### src/rtl/instr_fetch_unit_if.sv
// instr_fetch_unit_if: instruction-memory, redirect and decode-side handshake signals of the fetch stage.
interface instr_fetch_unit_if #(
  parameter int ADDR_W = 20
);
  logic [ADDR_W-1:0] imem_addr;
  logic [31:0]       imem_instr;
  logic              redirect;
  logic [ADDR_W-1:0] redirect_target;
  logic              out_valid;
  logic              out_ready;
  logic [31:0]       out_instr;
  logic [ADDR_W-1:0] out_pc;
  logic              fetch_fault;
  modport slave (
    output imem_addr, out_valid, out_instr, out_pc, fetch_fault,
    input  imem_instr, redirect, redirect_target, out_ready
  );
  modport master (
    input  imem_addr, out_valid, out_instr, out_pc, fetch_fault,
    output imem_instr, redirect, redirect_target, out_ready
  );
endinterface

### src/rtl/instr_fetch_unit.sv
// instr_fetch_unit: PC register plus prefetch FIFO of {pc, instr} feeding decode; redirects flush and reload.
// Optional macro FETCH_ALIGN_CHECK_EN: misaligned redirect target raises sticky fetch_fault and halts fetch.
module instr_fetch_unit #(
  parameter int               NUM_INSTR  = 32,
  parameter int               ADDR_W     = $clog2(NUM_INSTR)*4,
  parameter logic [ADDR_W-1:0] RESET_ADDR = '0,
  parameter int               FIFO_DEPTH = 2
) (
  input logic clk,
  input logic rst,
  instr_fetch_unit_if.slave bus
);
  localparam int PW = $clog2(FIFO_DEPTH);
  logic [ADDR_W-1:0] pc_q, pc_d, tgt;
  logic [PW:0]       wr_q, wr_d, rd_q, rd_d;
  logic [ADDR_W-1:0] pc_mem [FIFO_DEPTH];
  logic [31:0]       ins_mem [FIFO_DEPTH];
  logic              empty, full, pop, push, halt;
  assign empty = wr_q == rd_q;
  assign full  = (wr_q ^ rd_q) == {1'b1, {PW{1'b0}}};
  assign pop   = !empty && bus.out_ready;
  assign push  = !bus.redirect && !halt && (!full || pop);
`ifdef FETCH_ALIGN_CHECK_EN
  logic fault_q;
  assign tgt  = bus.redirect_target;
  // a misaligned target halts fetch in the very cycle it arrives, not one later
  assign halt = fault_q || (bus.redirect && bus.redirect_target[1:0] != 2'b00);
  assign bus.fetch_fault = fault_q;
  always_ff @(posedge clk or posedge rst)
    if (rst) fault_q <= 1'b0;
    else     fault_q <= halt;
`else
  assign tgt  = bus.redirect_target & ~ADDR_W'(3);
  assign halt = 1'b0;
  assign bus.fetch_fault = 1'b0;
`endif
  always_comb begin
    pc_d = (bus.redirect && !halt) ? tgt : push ? pc_q + ADDR_W'(4) : pc_q;
    wr_d = bus.redirect ? '0 : wr_q + (PW+1)'(push);
    rd_d = bus.redirect ? '0 : rd_q + (PW+1)'(pop);
  end
  always_ff @(posedge clk or posedge rst)
    if (rst) begin
      pc_q <= RESET_ADDR;
      wr_q <= '0;
      rd_q <= '0;
    end else begin
      pc_q <= pc_d;
      wr_q <= wr_d;
      rd_q <= rd_d;
    end
  always_ff @(posedge clk)
    if (push) begin
      pc_mem[wr_q[PW-1:0]]  <= pc_q;
      ins_mem[wr_q[PW-1:0]] <= bus.imem_instr;
    end
  assign bus.imem_addr = pc_q;
  assign bus.out_valid = !empty;
  assign bus.out_pc    = empty ? '0 : pc_mem[rd_q[PW-1:0]];
  assign bus.out_instr = empty ? '0 : ins_mem[rd_q[PW-1:0]];
endmodule

### src/flat_wrapper.sv
// flat-port wrapper written by rule: the top's interface ports become plain ports
module instr_fetch_unit_flat 
#(
  parameter int               NUM_INSTR  = 32,
  parameter int               ADDR_W     = $clog2(NUM_INSTR)*4,
  parameter logic [ADDR_W-1:0] RESET_ADDR = '0,
  parameter int               FIFO_DEPTH = 2
)
  (clk, rst, bus_imem_addr, bus_out_valid, bus_out_instr, bus_out_pc, bus_fetch_fault, bus_imem_instr, bus_redirect, bus_redirect_target, bus_out_ready);
  instr_fetch_unit_if #(.ADDR_W(ADDR_W)) bus_i ();
  input logic clk;
  input logic rst;
  output wire logic [$bits(bus_i.imem_addr)-1:0] bus_imem_addr;
  output wire logic [$bits(bus_i.out_valid)-1:0] bus_out_valid;
  output wire logic [$bits(bus_i.out_instr)-1:0] bus_out_instr;
  output wire logic [$bits(bus_i.out_pc)-1:0] bus_out_pc;
  output wire logic [$bits(bus_i.fetch_fault)-1:0] bus_fetch_fault;
  input wire logic [$bits(bus_i.imem_instr)-1:0] bus_imem_instr;
  input wire logic [$bits(bus_i.redirect)-1:0] bus_redirect;
  input wire logic [$bits(bus_i.redirect_target)-1:0] bus_redirect_target;
  input wire logic [$bits(bus_i.out_ready)-1:0] bus_out_ready;
  assign bus_imem_addr = bus_i.imem_addr;
  assign bus_out_valid = bus_i.out_valid;
  assign bus_out_instr = bus_i.out_instr;
  assign bus_out_pc = bus_i.out_pc;
  assign bus_fetch_fault = bus_i.fetch_fault;
  assign bus_i.imem_instr = bus_imem_instr;
  assign bus_i.redirect = bus_redirect;
  assign bus_i.redirect_target = bus_redirect_target;
  assign bus_i.out_ready = bus_out_ready;
  instr_fetch_unit #(.NUM_INSTR(NUM_INSTR), .ADDR_W(ADDR_W), .RESET_ADDR(RESET_ADDR), .FIFO_DEPTH(FIFO_DEPTH)) u_core (.clk(clk), .rst(rst), .bus(bus_i));
endmodule
### config.mk
export PLATFORM = sky130hd
export DESIGN_NAME = instr_fetch_unit_flat
export DESIGN_NICKNAME = d
export VERILOG_FILES = /design/src/rtl/instr_fetch_unit_if.sv /design/src/rtl/instr_fetch_unit.sv /design/src/flat_wrapper.sv
export SDC_FILE = /design/constraint.sdc
export NUM_CORES = 1
export LEC_CHECK = 0
export ABC_AREA = 1
export CORE_MARGIN = 1
export CORE_UTILIZATION = 53
export DETAILED_ROUTE_END_ITERATION = 8
export GPL_TIMING_DRIVEN = 0
export PLACE_DENSITY = 0.94
export SYNTH_ARGS = -nofsm -noshare
export SYNTH_HDL_FRONTEND = slang
export SYNTH_SLANG_ARGS = --single-unit
### constraint.sdc
create_clock -name clk -period 5.3 [get_ports clk]
set_input_delay 1.06 -clock clk [delete_from_list [all_inputs] [get_ports clk]]
set_output_delay 1.06 -clock clk [all_outputs]
set_load 0.03 [all_outputs]
==> flow_summary_export.csv <==
group,metric,value,unit
outcome,status,"complete, no violations",
routing,drc_errors,0,
place,place_inst,774,
critical_path,r2r-end,"u_core.ins_mem[1][10]",
clocking,clkSinkCount,122,
run,maxCapViolCount,0,
hold_path,hp-class,"flop to flop",
sta,hold_violations,0,
routing,drtIter0Drc,260,
critical_path,worstPathCellList,"buf_6 > inv_4 > clkbuf_1 > nand2_1 > a21oi_1 > clkdlybuf4s50_1",
sta,setup_viol,0,
finish,stdcell_area,7350,um^2
floorplanning,pin_count,130,
critical_path,cp-end-kind,"output port",
clocking,cts_setup_buffers,0,
global_route,grt_pass1_wl,19800,um
global_route,grt.total_usage,25.8,%
routing,wl,13100,um
global_route,overflow,0,
floorplanning,core_area,9730,um^2
synth,synthTopCellsByCount,"nand2_1 (192), edfxtp_1 (100), a21oi_1 (52), nand3_1 (35), inv_1 (26)",
synth,synthFlopType,"edfxtp_1",
synth,synth_area_leaders,"edfxtp_1 (57%), nand2_1 (14%), dfrtp_1 (10%)",
critical_path,critical_path_required,4240,ps
sta,setup-tns-final,0,ps
critical_path,worstPathMaxFanout,10,
sta,slew_violations,0,
finish,antennaDiodeCount,0,
critical_path,arrival,2590,ps
critical_path,crit_slowest_cell,"clkdlybuf4s50_1",
critical_path,max_stage_delay,700,ps
sta,max_slew.worst_pin.slew,919,ps
routing,viasPerCell,5.27,
synth,syn-mean-instance-area,10.4,um^2
synth,synth_area,5310,um^2
clocking,cts_tree,"done",
clocking,clk_pin_slew,60,ps
floorplanning,rows,36,
clocking,cts_made_buffers,17,
place,post_dp_cell_area,6760,um^2
place,portBuffers,122,
clocking,cts_max_path_buffers,2,
floorplanning,die_h,102,um
hold_path,hold_start,"u_core.rd_q[1]",
sta,slew_headroom,38.7,%
synth,syn_inst,513,
critical_path,cp_num_buf_inv,4,
critical_path,r2r_cells,10,
routing,firstDrtPassIters,5,
finish,fill_cells,612,
floorplanning,dieArea,10400,um^2
synth,yosysMostFrequentCell,"nand2_1",
global_route,grt_max_degree,29,
sta,period_share,68.9,%
critical_path,crit_start,"u_core.rd_q[0]",
finish,drive_gt1_share,8.77,%
clocking,htree_levels,4,
floorplanning,die_w,102,um
sta,worst_slack,1650,ps
power,ir_drop,0.209,mV
routing,wl_per_cell,16.2,um
place,gp_congestion,0.824,
finish,area_growth,38.5,%
synth,synth_edf_count,100,
clocking,cts.root.buffer_cell,"clkbuf_8",
place,hpwl,8500,um
synth,yosys_warnings,0,
clocking,clkLatencyLatePin,510,ps
clocking,cts_resized,0,
critical_path,crit_family,"buffers and inverters",
synth,yosys.area.top_type,"edfxtp_1",
synth,yosysUniqueCellTypes,26,
hold_path,min_to,"u_core.rd_q[1]",
sta,skew,9.79,ps
critical_path,rrSetupSlack,2910,ps
floorplanning,start_util,54.6,%
synth,synth_seq_cells,122,
routing,ant_nets,0,
synth,ys_seq_area_share,66.9,%
critical_path,path_class,"flop to output port",
critical_path,r2r-start,"u_core.rd_q[0]",
sta,fmax,0.274,GHz
power,powerDensity,453,nW/um^2
clocking,holdBufCountCts,0,
hold_path,hold_path_depth,1,
routing,via_count,4246,
sta,fin_crit,3650,ps
finish,stdcell_count,806,
sta,rsz0062_at_grt,"false",
finish,final_nets,720,
global_route,grt_pass1_vias,4163,
synth,async_flop_share,18.0,%
synth,synth_top_cell_area_share,56.5,%
power,p_leak,2.93,nW
critical_path,start_kind,"flop",
place,place_ws,1950,ps
global_route,grt_antenna_before_repair,0,
==> cell families (layout without fill, tap and decap cells) <==
logic type	count (synthesis)	count (layout)	synth area share, %
AO/OA/AOI/OAI	58	58	5.56
XOR/XNOR	6	6	0.989
adder cells (fa/ha/maj)	4	4	0.942
buffers and inverters	60	216	5.14
flip-flops	122	122	66.9
other	1	5	0.0706
AND/OR/NAND/NOR	262	262	20.4
==> flip-flops by register name, summed over array words and instances, names as in the netlist <==
name and count:
u_core.pc_mem 36, u_core.rd_q 2, u_core.wr_q 2, u_core.ins_mem 64, u_core.bus.imem_addr 18
==> cell type report <==
cell class                 instances  area, um^2  share of cell area, %
tap                              133         166                   2.26
buffer                            26         143                   1.94
clock buffer                      17         414                   5.63
clock inverter                    15         181                   2.47
multi-input combinational        335        1510                   20.5
sequential                       122        3550                   48.3
timing repair buffer             124        1260                   17.1
inverter                          34         130                   1.77
==> stage by stage <==
step | utilization, % | power (mW) | hold slack (ps)
2_1_floorplan | - | 1.78 | 455
3_3_place_gp | 69.0 | 2.16 | 468
3_5_place_dp | 69.5 | 2.20 | 495
4_1_cts | 75.6 | 3.34 | 504
5_1_grt | 75.6 | 3.47 | 529
6_report | 75.6 | 3.33 | 504
==> per-layer routing <==
layer,vias to the layer above,part of all wire [%],global-route usage [%]
met5,-,0,0
li1,2005,-,-
met2,236,51,45.4
met3,31,9.1,8.28
met1,1974,38,28.3
met4,0,2.1,12.4
==> cells in the final DEF (no fill, tap or decap), drive strengths merged, types with 5 or more instances in the layout <==
cell type / netlist / layout
conb: 1 / 5
clkbuf: 12 / 29
clkdlybuf4s50: 0 / 122
nor2: 25 / 25
edfxtp: 100 / 100
nand2: 195 / 195
inv: 31 / 31
nand4: 6 / 6
a21oi: 52 / 52
clkinv: 3 / 11
dfrtp: 22 / 22
nand3: 35 / 35
buf: 14 / 16
==> worst max-delay path by stage <==
stage | to | slack, ps | cells past startpoint
6_report | bus_out_instr[20] | 1650 | 6
5_1_grt | bus_out_instr[25] | 1540 | 6
4_1_cts | bus_out_instr[20] | 1650 | 6
3_5_place_dp | u_core.ins_mem[1][24] | 1950 | 8
3_3_place_gp | u_core.wr_q[1] | 930 | 9
2_1_floorplan | u_core.wr_q[1] | 2080 | 8
==> power by group <==
| part | leakage (nW) | switching, mW | internal, mW | total (mW) |
|---|---|---|---|---|
| sequential | 1.21 | 0.0657 | 1.15 | 1.21 |
| clock | 0.283 | 0.391 | 0.753 | 1.14 |
| combinational | 1.44 | 0.615 | 0.362 | 0.977 |
| total | 2.93 | 1.07 | 2.26 | 3.33 |
Power figures use the tool's default switching activity.
